==> src/rtl/dc_motor_pwm_multi.sv <==
// -----------------------------------------------------------------------------
// dc_motor_pwm_multi
//   Multi-channel H-bridge DC motor driver. Each channel owns a PWM counter,
//   pending/active PERIOD and HIGH registers and a small IDLE/RUN/DEAD FSM that
//   inserts a coast window whenever the requested direction reverses.
//
// Ports
//   clk          system clock
//   reset_n      asynchronous active-low reset
//   s_cs         slave select
//   s_address    {ch[2:0], reg[1:0]}  reg: 0 PERIOD, 1 HIGH, 2 CONTROL, 3 STATUS
//   s_write      write strobe (wins over s_read in the same cycle)
//   s_writedata  write data
//   s_read       read strobe
//   s_readdata   registered read data, valid the cycle after s_read
//   pwm[NUM_CH]  per-channel PWM enable
//   in1[NUM_CH]  per-channel bridge input 1
//   in2[NUM_CH]  per-channel bridge input 2
//
// CONTROL: bit0 go, bit1 forward, bit2 fast_decay
// STATUS : bit0 run, bit1 dead, bit2 active direction forward
// -----------------------------------------------------------------------------
module dc_motor_pwm_multi #(
   parameter int NUM_CH   = 2,
   parameter int CNT_W    = 32,
   parameter int DEAD_CYC = 16
) (
   input  logic              clk,
   input  logic              reset_n,
   input  logic              s_cs,
   input  logic [4:0]        s_address,
   input  logic              s_write,
   input  logic [31:0]       s_writedata,
   input  logic              s_read,
   output logic [31:0]       s_readdata,
   output logic [NUM_CH-1:0] pwm,
   output logic [NUM_CH-1:0] in1,
   output logic [NUM_CH-1:0] in2
);

   typedef enum logic [1:0] {
      ST_IDLE = 2'd0,
      ST_RUN  = 2'd1,
      ST_DEAD = 2'd2
   } state_t;

   typedef enum logic [1:0] {
      REG_PERIOD  = 2'd0,
      REG_HIGH    = 2'd1,
      REG_CONTROL = 2'd2,
      REG_STATUS  = 2'd3
   } reg_t;

   logic [2:0]  s_ch;
   reg_t        s_reg;
   logic        wr_en;
   logic        rd_en;
   logic [31:0] ch_rdata [NUM_CH];
   logic [31:0] rd_mux;
   logic        unused_wdata;

   assign s_ch  = s_address[4:2];
   assign s_reg = reg_t'(s_address[1:0]);
   assign wr_en = s_cs & s_write;
   assign rd_en = s_cs & s_read & ~s_write;

   // Bits of the write bus above CNT_W and above the CONTROL field are dropped.
   assign unused_wdata = ^s_writedata;

   for (genvar i = 0; i < NUM_CH; i++) begin : g_ch
      logic             sel;
      logic [CNT_W-1:0] period_pend;
      logic [CNT_W-1:0] high_pend;
      logic [CNT_W-1:0] period_act;
      logic [CNT_W-1:0] high_act;
      logic [CNT_W-1:0] cnt;
      logic             go;
      logic             forward;
      logic             fast_decay;
      logic             dir_act;
      logic [15:0]      dead_cnt;
      logic             wrap;
      logic             dead_done;
      logic             pwm_raw;
      state_t           state;
      state_t           state_nxt;
      logic [2:0]       drive_nxt;  // {in2, in1, pwm}
      logic [2:0]       drive_q;
      logic [31:0]      rdata;

      // Channel numbers with no hardware never match, so writes to them are
      // dropped and reads of them return 0.
      assign sel = (s_ch == 3'(i));

      // A zero period wraps every cycle: cnt stays 0 and pending values are
      // still picked up, so a stopped channel can be restarted by a write.
      assign wrap      = (period_act == '0) || (cnt == period_act - CNT_W'(1));
      assign dead_done = (dead_cnt == 16'd1);
      assign pwm_raw   = (period_act != '0) && (cnt < high_act);

      // Host-visible registers
      // NOTE: sequential state uses non-blocking (<=) so every flop samples
      // pre-edge values regardless of statement order.
      always_ff @(posedge clk or negedge reset_n) begin
         if (!reset_n) begin
            period_pend <= '0;
            high_pend   <= '0;
            go          <= 1'b0;
            forward     <= 1'b0;
            fast_decay  <= 1'b1;
         end else if (wr_en && sel) begin
            case (s_reg)
               REG_PERIOD:  period_pend <= s_writedata[CNT_W-1:0];
               REG_HIGH:    high_pend   <= s_writedata[CNT_W-1:0];
               REG_CONTROL: begin
                  go         <= s_writedata[0];
                  forward    <= s_writedata[1];
                  fast_decay <= s_writedata[2];
               end
               default: ;  // STATUS is read-only
            endcase
         end
      end

      // FSM state register
      always_ff @(posedge clk or negedge reset_n) begin
         if (!reset_n) state <= ST_IDLE;
         else          state <= state_nxt;
      end

      // FSM next state: go=0 always wins over a pending reversal
      // NOTE: every always_comb output gets a default first so no path can
      // leave it unassigned and infer a latch.
      always_comb begin
         state_nxt = state;
         case (state)
            ST_IDLE: if (go) state_nxt = ST_RUN;
            ST_RUN: begin
               if (!go)                    state_nxt = ST_IDLE;
               else if (forward != dir_act) state_nxt = ST_DEAD;
            end
            ST_DEAD: begin
               if (!go)            state_nxt = ST_IDLE;
               else if (dead_done) state_nxt = ST_RUN;
            end
            default: state_nxt = ST_IDLE;
         endcase
      end

      // FSM output decode; registered below so outputs lag state by one cycle
      always_comb begin
         drive_nxt = 3'b000;
         case (state)
            ST_RUN:  drive_nxt = {dir_act, ~dir_act, pwm_raw};
            ST_IDLE: drive_nxt = fast_decay ? 3'b110 : 3'b000;
            default: drive_nxt = 3'b000;  // DEAD coasts
         endcase
      end

      // Counter, dead timer, active registers and output flops
      always_ff @(posedge clk or negedge reset_n) begin
         if (!reset_n) begin
            period_act <= '0;
            high_act   <= '0;
            cnt        <= '0;
            dead_cnt   <= '0;
            dir_act    <= 1'b0;
            drive_q    <= 3'b110;
         end else begin
            drive_q <= drive_nxt;
            case (state)
               ST_IDLE: begin
                  cnt <= '0;
                  if (go) begin
                     period_act <= period_pend;
                     high_act   <= high_pend;
                     dir_act    <= forward;
                  end
               end
               ST_RUN: begin
                  if (!go) begin
                     cnt <= '0;
                  end else if (forward != dir_act) begin
                     dead_cnt <= 16'(DEAD_CYC);
                  end else if (wrap) begin
                     cnt        <= '0;
                     period_act <= period_pend;
                     high_act   <= high_pend;
                  end else begin
                     cnt <= cnt + CNT_W'(1);
                  end
               end
               ST_DEAD: begin
                  // Direction is sampled only at exit, so toggling forward
                  // inside the window never restarts the timer.
                  if (!go) begin
                     cnt <= '0;
                  end else if (dead_done) begin
                     cnt     <= '0;
                     dir_act <= forward;
                  end else begin
                     dead_cnt <= dead_cnt - 16'd1;
                  end
               end
               default: cnt <= '0;
            endcase
         end
      end

      // Read-back; PERIOD/HIGH show the pending (last written) value
      always_comb begin
         rdata = '0;
         if (sel) begin
            case (s_reg)
               REG_PERIOD:  rdata = 32'(period_pend);
               REG_HIGH:    rdata = 32'(high_pend);
               REG_CONTROL: rdata = {29'd0, fast_decay, forward, go};
               default:     rdata = {29'd0, dir_act, (state == ST_DEAD), (state == ST_RUN)};
            endcase
         end
      end

      assign ch_rdata[i] = rdata;
      assign pwm[i]      = drive_q[0];
      assign in1[i]      = drive_q[1];
      assign in2[i]      = drive_q[2];
   end

   // At most one channel is selected, the rest contribute zero
   always_comb begin
      rd_mux = '0;
      for (int i = 0; i < NUM_CH; i++) rd_mux = rd_mux | ch_rdata[i];
   end

   always_ff @(posedge clk or negedge reset_n) begin
      if (!reset_n)   s_readdata <= '0;
      else if (rd_en) s_readdata <= rd_mux;
   end

endmodule

==> config.mk <==
export PLATFORM = sky130hd
export DESIGN_NAME = dc_motor_pwm_multi
export DESIGN_NICKNAME = d
export VERILOG_FILES = /design/src/rtl/dc_motor_pwm_multi.sv
export SDC_FILE = /design/constraint.sdc
export NUM_CORES = 1
export LEC_CHECK = 0
export CAP_MARGIN = 20
export CORE_UTILIZATION = 40
export CTS_BUF_LIST = sky130_fd_sc_hd__clkbuf_2 sky130_fd_sc_hd__clkbuf_4 sky130_fd_sc_hd__clkbuf_8
export DETAILED_ROUTE_END_ITERATION = 16
export HOLD_SLACK_MARGIN = 0.02
export PLACE_DENSITY_LB_ADDON = 0.1
export SLEW_MARGIN = 20
export SYNTH_ARGS = -nofsm -noshare
export SYNTH_HDL_FRONTEND = slang
export SYNTH_SLANG_ARGS = --single-unit
==> constraint.sdc <==
create_clock -name clk -period 3.2 [get_ports clk]
set_input_delay 0.64 -clock clk [delete_from_list [all_inputs] [get_ports clk]]
set_output_delay 0.64 -clock clk [all_outputs]
set_load 0.03 [all_outputs]
-- Yosys cells after proc, flatten, opt, wreduce, memory -nomap -nowiden
Index checks and enable logic that the tools add are counted.
- bitwise operators: 7
- equal/unequal tests: 35
- $add $sub $neg: 6
- $lt $le $gt $ge: 2
- reduce and logical (&&, ||, !) cells: 36
- muxes and demuxes: 70
- operators by type and width (cell ; number):
    32-bit 2-to-1 mux ; 28
    32-bit one-hot mux with 2 select lines ; 6
    32-bit one-hot mux with 3 select lines ; 2
    16-bit 2-to-1 mux ; 8
    32-bit by 1-bit adder with 32-bit output (second input constant) ; 2
    32-bit == test ; 2
    32-bit zero test ; 2
    32-bit < comparator ; 2
    16-bit one-hot mux with 2 select lines ; 2
    32-bit nonzero test ; 2
    32-bit by 1-bit subtractor with 32-bit output (second input constant) ; 2
    16-bit by 1-bit == test with 1-bit output (second input constant) ; 2
    2-bit inequality test (second input constant) ; 16
    32-bit bitwise OR ; 1
    16-bit by 1-bit subtractor with 16-bit output (second input constant) ; 2
    2-bit 2-to-1 mux ; 10
    5-bit AND reduction ; 4
    3-bit inequality test (second input constant) ; 6
    2-bit AND reduction ; 8
    2-bit one-hot mux with 3 select lines ; 2
    3-bit one-hot mux with 2 select lines ; 2
    2-bit nonzero test ; 6
    4-bit AND reduction ; 2
    2-bit by 1-bit == test with 1-bit output (second input constant) ; 3
    other kinds (13) ; 34
- logic and storage cells: 181
- register bits after elaboration: 402
- input bits: 42

-- Depth between registers and ports, before layout
Gate-level depths: netlist (run 1).
- word-level depth: 7
- depth in mapped cells: 14
- gate-level depth less buffers: 12

-- Worst setup path after synthesis (run 1)
No wires, ideal clock.
- kind: flip-flop to flip-flop
- start: reg g_ch[0].period_act[0]
- end: reg g_ch[0].high_act[10]
- period minus slack after synthesis: 3498 ps
- arrival time: 3373 ps
- stages on the path, launching flop included: 14
- path buffers: 2
- data required time: 3075 ps
- setup slack: -298 ps
- library setup time: 125 ps
- cells stage by stage: dfrtp_1 > inv_1 > ha_1 > or4b_1 > buf_2 > nor4b_1 > o21a_1 > o21bai_1 > a2111o_1 > a2111oi_4 > a21oi_2 > nand2_4 > buf_6 > mux2_2
- cells in the longest elaborated chain, start to end: 5
- elaborated cells between the ends (all ways): 6
- classes of those cells: add/sub: 1; eq/ne: 2; reduce/logical: 3
- ends and longest elaborated chain (item ; RTL line ; RTL):
    start, declared ; 74 ; logic [CNT_W-1:0] period_act;
    start signal, assigned ; 175 ; period_act <= period_pend;
    start signal, assigned ; 187 ; period_act <= period_pend;
    32-bit by 1-bit subtractor with 32-bit output ; 97 ; assign wrap = (period_act == '0) || (cnt == period_act - CNT_W'(1));
    32-bit == test ; 97 ;
    1-bit logical OR (*) ; 97 ;
    2-bit inequality test (no source line) (*) ; -- ;
    5-bit AND reduction (no source line) (*) ; -- ;
    end signal, assigned ; 176 ; high_act <= high_pend;
    end signal, assigned ; 188 ; high_act <= high_pend;
    end, declared ; 75 ; logic [CNT_W-1:0] high_act;
Every way passes the cells marked *; elsewhere a longest branch is shown, timed or not.
A chain may end at the register's enable or synchronous reset.

-- Final worst setup path (run 1)
- start: reg g_ch[0].period_act[18]
- end: reg g_ch[0].period_act[4]
- cells in the longest elaborated chain, start to end: 5
- elaborated cells between the ends (all ways): 6
- classes of those cells: add/sub: 1; eq/ne: 2; reduce/logical: 3
- ends and longest elaborated chain (item ; RTL line):
    32-bit by 1-bit subtractor with 32-bit output ; 97
    32-bit == test ; 97
    1-bit logical OR (*) ; 97
    2-bit inequality test (no source line) (*) ; --
    5-bit AND reduction (no source line) (*) ; --
Marks and branches as above.

==> results of run 1 <==
==> tightest hold or removal path, delay by kind of cell (launching register included) <==
kind	cells	cell delay (ps)
compound gates	1	60
flops	1	330
simple gates	1	50
==> power by group <==
group	total, µW	internal [µW]	switching (µW)	leakage [µW]
clock network	5460	3140	2320	0.000870
registers	6970	6100	872	0.00537
logic	8950	4150	4800	0.00712
total	21400	13400	8000	0.0134
==> worst max path at each step <==
stage | from | depth (start not counted) | endpoint
finish | g_ch[0].period_act[18]$_DFFE_PN0P_ | 11 | g_ch[0].period_act[4]$_DFFE_PN0P_
floorplan | g_ch[0].period_act[17]$_DFFE_PN0P_ | 11 | g_ch[0].high_act[10]$_DFFE_PN0P_
global route | g_ch[0].period_act[17]$_DFFE_PN0P_ | 11 | g_ch[0].period_act[10]$_DFFE_PN0P_
detailed placement | g_ch[0].period_act[17]$_DFFE_PN0P_ | 10 | g_ch[0].high_act[10]$_DFFE_PN0P_
CTS | g_ch[0].period_act[18]$_DFFE_PN0P_ | 11 | g_ch[0].high_act[13]$_DFFE_PN0P_
global placement | g_ch[0].period_act[5]$_DFFE_PN0P_ | 10 | g_ch[0].high_act[0]$_DFFE_PN0P_
==> sequential cells by signal, indices dropped and copies added (netlist names) <==
name              count
g_ch.cnt             64
g_ch.high_act        64
g_ch.high_pend       64
g_ch.period_act      64
g_ch.period_pend     64
g_ch.dead_cnt        32
s_readdata           32
g_ch.drive_q          6
g_ch.state            4
g_ch.dir_act          2
g_ch.fast_decay       2
g_ch.forward          2
g_ch.go               2
==> per-layer routing <==
metal / track usage / up-vias
met5: 0 / -
met4: 0.09191 / 4
met1: 0.3523 / 10210
li1: - / 9491
met3: 0.05303 / 128
met2: 0.3893 / 465
==> cell type report <==
cell class / instances / area, µm² / share of cell area
diodes: 3 / 7.507 / 0.0002487
clock buffers: 121 / 1503 / 0.04977
clock inverters: 12 / 126.4 / 0.004186
inverters: 91 / 342.8 / 0.01136
multi-input cells: 1745 / 13650 / 0.4522
flip-flops and latches: 402 / 10070 / 0.3336
well taps: 765 / 957.2 / 0.03170
repair buffers: 356 / 3532 / 0.1170
==> timing repair <==
item / 4_1_cts / 5_1_grt
setup endpoints to repair: 182 / 202
cloned: 11 / 8
endpoints found under the hold margin: 51 / 0
hold buffers: 1 / 0
pin swaps: 17 / 56
resized for setup: 91 / 157
buffers inserted: 25 / 24
==> cell usage after synthesis, types with 66 or more instances <==
| cell | number | share of area |
|---|---|---|
| nand4_1 | 93 | 0.025 |
| nor2_1 | 147 | 0.023 |
| dfrtp_1 | 396 | 0.42 |
| nand2_1 | 153 | 0.024 |
| ha_1 | 72 | 0.038 |
| mux2_2 | 193 | 0.092 |
| o21ai_0 | 79 | 0.017 |
| inv_1 | 90 | 0.014 |
| nand3_1 | 83 | 0.018 |
| clkbuf_1 | 136 | 0.022 |
| nor3_1 | 96 | 0.020 |
| mux2i_1 | 66 | 0.028 |
==> logic make-up after synthesis <==
group	Yosys count
compound gates	429
flops	402
buf+inv	258
xor+xnor	106
fa+ha+maj	72
simple gates	866
mux	269
==> layout by cell type, fill, tap and decap left out, types with 12 or more instances in the layout <==
cell	instances
dfrtp_1	393
buf_4	217
mux2_2	164
nand2_1	148
nor2_1	142
clkbuf_8	95
nand4_1	93
inv_1	87
nor3_1	82
clkdlybuf4s50_1	77
nand3_1	76
ha_1	71
mux2i_1	66
o21ai_0	61
xnor2_1	59
and3_1	52
nand2b_1	51
and2_1	44
xor2_1	42
a311oi_1	35
mux2_4	32
a31oi_1	31
a21oi_1	30
nor4_1	29
a21o_1	29
a221oi_1	29
o22a_1	29
clkbuf_4	26
buf_12	25
o311ai_0	23
nor2b_1	19
buf_6	15
or3_1	14
o2111ai_2	14
a41oi_2	14
nand4b_1	13
o21a_1	12
o21ai_2	12
==> per-stage QoR <==
step | hold WS (ps) | worst slack (ps) | TNS, ps | utilization
floorplan | 344.4 | -186.9 | -12060 | -
global placement | 464.6 | -251.6 | -26600 | 0.4603
detailed placement | 470.7 | -312.2 | -30560 | 0.4603
CTS | 483.5 | -309.2 | -20820 | 0.5027
global route | 513.3 | -428.8 | -39300 | 0.5203
finish | 482.3 | -362.1 | -27730 | 0.5203
==> results.tsv, run 1 <==
metric	value	unit
Worst setup SP type	register	
vias in the first global route	20020	
worst min path class	reg2reg	
Synth Register Bits	402	
CTS Sinks	402	
max cap viols	0	
crit path buf inv count	2	
met3 wire len	3820	µm
aggregate global-route resource usage	0.2541	
Least-Margin Pin Slew	797.6	ps
power per cell area	708.0	nW/µm²
final setup violation count	126	
mux cell area share after synthesis	0.1255	
area share of xor/xnor cells in the synthesized design	0.03923	
required time of the worst setup path	3740	ps
final hold viol count	0	
Met2 Wirelength	34840	µm
mean routed wirelength per cell	22.02	µm
CP max FO	8	
GPL Wtd Cong	0.8809	
cells after synthesis	2402	
root buffer cell	clkbuf_8	
share of post-route cells with drive strength above 1	0.2849	
CTS tree	done	
Worst Min Path Start	s_readdata[8]$_DFFE_PN0P_	
RSZ-0062 raised after global routing	yes	
register area share after synthesis	0.4254	
slowest CP cell	or4_4	
chip width	245.2	µm
first-pass GRT wire length	118400	µm
post-place instance area	26710	µm²
cell family with most CP delay	simple AND/OR/NAND/NOR gates	
via count	20300	
filler cell count	5234	
cts bufs inserted	76	
EDFF count, synth	0	
Unique masters post-synth	81	
CP peak stage delay	540	ps
total power	21370	µW
P&R area growth vs syn	27.58	%
DRT iter0 DRCs	1396	
worst skew pair latency	670	ps
die height	245.2	µm
cell mode on critical path	or4_4	
Clock Tree Buf Depth	3	
FF-to-FF path depth	11	
dominant synthesized flop cell	dfrtp_1	
Avg Vias per Cell	5.809	
nets	2786	
Arrival @ worst endpoint	4100	ps
WL final	76980	µm
final worst path period share	1.113	
num rows	88	
HPWL Detailed	52790	µm
Port Buffers	79	
Peak VDD IR	0.4017	mV
Starting Density	0.4078	
CP Class	reg2reg	
relative slew slack	0.4683	
# IOs	80	
synthesized net count	2516	
cell count of the worst hold path	2	
R2R Path Start	g_ch[0].period_act[18]$_DFFE_PN0P_	
Synth Area in Simple Gates	0.1933	
CP Cell Sequence	or4_4 > or4_4 > nor3_4 > mux2i_1 > a2111o_1 > a2111oi_4 > a21oi_2 > nand2_4 > buf_6 > buf_12 > mux2_2	
antenna viol nets, final	0	
htree depth	3	
failing checks	negative setup slack	
pin count of the biggest net entering global routing	133	
Synth Area in Compound Gates	0.1344	
Clk pin slew, worst setup/hold paths	60	ps
initial antenna violation count	4	
fin area	30190	µm²
core box area	58030	µm²
crit end category	register	
full die area	60140	µm²
Final min period	3562	ps
M1 WL	36080	µm
Syn Area/Cell	9.852	µm²
skew final	26.26	ps
Max Used Layer	met5	
worst flop-to-flop path endpoint	g_ch[0].period_act[4]$_DFFE_PN0P_	
FF-to-FF setup slack	-360	ps
hold worst-path end	s_readdata[8]$_DFFE_PN0P_	
post-synth design cell area	23670	µm²
largest family of logic cells by synthesized area	simple AND/OR/NAND/NOR gates	
status	finished, violations left	
Residual DRC	0	
leakage dissipation	0.01336	µW
Max Clk Rate	280.7	MHz
Layout Cells excl Fill	3495	
Ys Warns	0	
Post-Synth Adder-Cell Area	0.03807	
Inst Count DP	3294	
Max Slew Vio Count	0	
TritonRoute pass-1 iters	5	
Async SR Flop Fraction	1.000	
GR Overflow Total	0	
worst setup margin	-362.1	ps
Note: power is estimated with default switching activity, not from simulation.
==> inputs of run 2 (changes only) <==
--- a/config.mk
+++ b/config.mk
@@ -11,7 +11,7 @@
 export DETAILED_ROUTE_END_ITERATION = 16
 export HOLD_SLACK_MARGIN = 0.02
 export PLACE_DENSITY_LB_ADDON = 0.1
-export SLEW_MARGIN = 20
+export SLEW_MARGIN = 40
 export SYNTH_ARGS = -nofsm -noshare
 export SYNTH_HDL_FRONTEND = slang
 export SYNTH_SLANG_ARGS = --single-unit
==> results of run 2 <==
Final layout, timing and power as in run 1 (identical DEF).
==> inputs of run 3 (changes only) <==
--- a/config.mk
+++ b/config.mk
@@ -9,6 +9,7 @@
 export CORE_UTILIZATION = 40
 export CTS_BUF_LIST = sky130_fd_sc_hd__clkbuf_2 sky130_fd_sc_hd__clkbuf_4 sky130_fd_sc_hd__clkbuf_8
 export DETAILED_ROUTE_END_ITERATION = 16
+export GPL_ROUTABILITY_DRIVEN = 0
 export HOLD_SLACK_MARGIN = 0.02
 export PLACE_DENSITY_LB_ADDON = 0.1
 export SLEW_MARGIN = 40
==> run 3 against run 2 <==
  * The flow still finishes with violations (negative setup slack)
  * Cell area decreased by 1.2%
  * Cell count decreased by 0.77%
  * First-iteration DRC count increased by 7.0%
  * Critical path depth decreased by 1
  * Flip-flop and latch count unchanged
  * Die area unchanged
  * Combinational power decreased by 3.6%
  * Non-clock buffer count decreased by 33
  * Sequential share of layout area increased by 0.39 points
  * Sequential power about the same
  * Wire length decreased by 4.3%
  * Hold slack got worse by 7.3 ps
  * Largest cell class unchanged
==> results.tsv, run 3 (synthesis gave the netlist of run 1 again) <==
metric	value	unit
CTS Sinks	402	
Worst setup SP type	register	
Least-Margin Pin Slew	1165	ps
num rows	88	
commonest non-fill, non-tap cell in the layout	dfrtp_1	
max cap viols	0	
worst min path class	reg2reg	
fin area	29840	µm²
htree depth	3	
die height	245.2	µm
most frequent cells in the layout	dfrtp_1, buf_4, mux2_2	
P&R area growth vs syn	26.09	%
CTS tree	done	
CP Class	reg2reg	
initial antenna violation count	3	
final setup violation count	99	
GR met1 Demand/Resource	0.3320	
HPWL Detailed	51160	µm
power per cell area	718.2	nW/µm²
CP max FO	18	
pin count of the biggest net entering global routing	133	
Max Clk Rate	285.8	MHz
clock power share	0.272	
first-pass GRT wire length	113900	µm
worst skew pair latency	680	ps
CP Cell Sequence	or4_4 > xor2_2 > o41ai_2 > o2111ai_1 > a2111o_1 > a2111oi_4 > a21oi_2 > nand2_4 > buf_12 > mux2_2	
failing checks	negative setup slack	
crit end category	register	
GR peak layer	met2	
# IOs	80	
Inst Count DP	3288	
vias in the first global route	19710	
share of post-route cells with drive strength above 1	0.2688	
RSZ-0062 raised after global routing	yes	
leakage dissipation	0.01325	µW
Starting Density	0.4078	
worst setup path start	g_ch[0].period_act[5]$_DFFE_PN0P_	
CP Depth	10	
Peak VDD IR	0.3832	mV
final hold viol count	0	
WL final	73690	µm
TritonRoute pass-1 iters	5	
Fin Setup TNS	-21520	ps
skew final	37.53	ps
final worst path period share	1.093	
crit path capture	g_ch[0].high_act[25]$_DFFE_PN0P_	
nets	2753	
FF-to-FF setup slack	-300	ps
filler cell count	5247	
relative slew slack	0.2159	
core box area	58030	µm²
switching power	7917	µW
Clk pin slew, worst setup/hold paths	70	ps
Max Slew Vio Count	0	
root buffer cell	clkbuf_8	
Layout Cells excl Fill	3468	
required time of the worst setup path	3770	ps
aggregate global-route resource usage	0.2416	
slowest CP cell	or4_4	
Port Buffers	79	
post-place instance area	26680	µm²
Residual DRC	0	
CP peak stage delay	580	ps
Pint	13510	µW
cts bufs inserted	76	
FF-to-FF path depth	10	
crit path buf inv count	1	
via count	20060	
register area	10070	µm²
mean routed wirelength per cell	21.25	µm
area of the multi-input gates	13510	µm²
sequential share of power	0.325	
cell family with most CP delay	compound AO/OA/AOI/OAI gates	
GR Overflow Total	0	
status	finished, violations left	
Clock Tree Buf Depth	3	
R2R Path Start	g_ch[0].period_act[5]$_DFFE_PN0P_	
Switching Fraction	0.3694	
Avg Vias per Cell	5.784	
Arrival @ worst endpoint	4060	ps
chip width	245.2	µm
met2 Usage GRT	0.3738	
Final min period	3498	ps
DRT iter0 DRCs	1494	
Comb pwr share	0.403	
met3 Usage GRT	0.04625	
antenna viol nets, final	0	
worst flop-to-flop path endpoint	g_ch[0].high_act[25]$_DFFE_PN0P_	
worst setup margin	-298.4	ps
full die area	60140	µm²
run 3: power by group through the flow:
stage / clock [µW] / combinational, µW / sequential [µW]
4_1_cts: 5980 / 7890 / 6930
5_1_grt: 6200 / 9390 / 7110
3_5_place_dp: 0 / 7700 / 7000
3_3_place_gp: 0 / 7510 / 6980
6_report: 5830 / 8630 / 6970
2_1_floorplan: 0 / 4680 / 6860
run 3: worst min path at each step:
stage | endpoint | depth (start not counted) | slack (ps) | start
2_1_floorplan | g_ch[0].cnt[0]$_DFFE_PN0P_ | 0 | 340 | reset_n
3_5_place_dp | s_readdata[0]$_DFFE_PN0P_ | 2 | 470 | s_readdata[0]$_DFFE_PN0P_
5_1_grt | s_readdata[9]$_DFFE_PN0P_ | 2 | 510 | s_readdata[9]$_DFFE_PN0P_
6_report | s_readdata[0]$_DFFE_PN0P_ | 2 | 470 | s_readdata[0]$_DFFE_PN0P_
3_3_place_gp | s_readdata[10]$_DFFE_PN0P_ | 2 | 470 | s_readdata[10]$_DFFE_PN0P_
4_1_cts | g_ch[1].period_act[8]$_DFFE_PN0P_ | 2 | 490 | reset_n
run 3: what timing repair did:
action | CTS | global route
endpoints found under the setup margin | 182 | 200
gates resized for setup | 25 | 189
gates cloned | 3 | 10
hold buffers | 1 | 0
pin swaps | 6 | 37
endpoints found under the hold margin | 50 | 0
buffers inserted | 5 | 20
run 3: layout make-up:
type / instances / share of cell area
Antenna cell: 2 / 0.0001677
Tap cell: 765 / 0.03208
Timing Repair Buffer: 323 / 0.1063
Multi-Input combinational cell: 1745 / 0.4529
Clock inverter: 18 / 0.007380
Sequential cell: 402 / 0.3375
Inverter: 91 / 0.01149
Clock buffer: 122 / 0.05229
run 3: tightest hold or removal path, cell delays in order (launching register included):
cell and delay (ps):
dfrtp_1 340, nand2_1 40, o21ai_0 60
run 3: layer usage:
metal  part of all wire  vias up
li1                   -     9410
met1               0.46    10020
met2               0.46      504
met3              0.051      127
met4              0.033        2
met5            0.00018        -
run 3: per-stage QoR:
stage | hold slack [ps] | worst slack [ps] | power, µW | utilization
floorplan | 344.4 | -186.9 | 11540 | -
global placement | 467.4 | -218.7 | 14480 | 0.4598
detailed placement | 473.1 | -282.8 | 14700 | 0.4598
CTS | 485.3 | -246.2 | 20810 | 0.4944
global route | 510.7 | -446.4 | 22700 | 0.5142
finish | 475.0 | -298.4 | 21430 | 0.5142
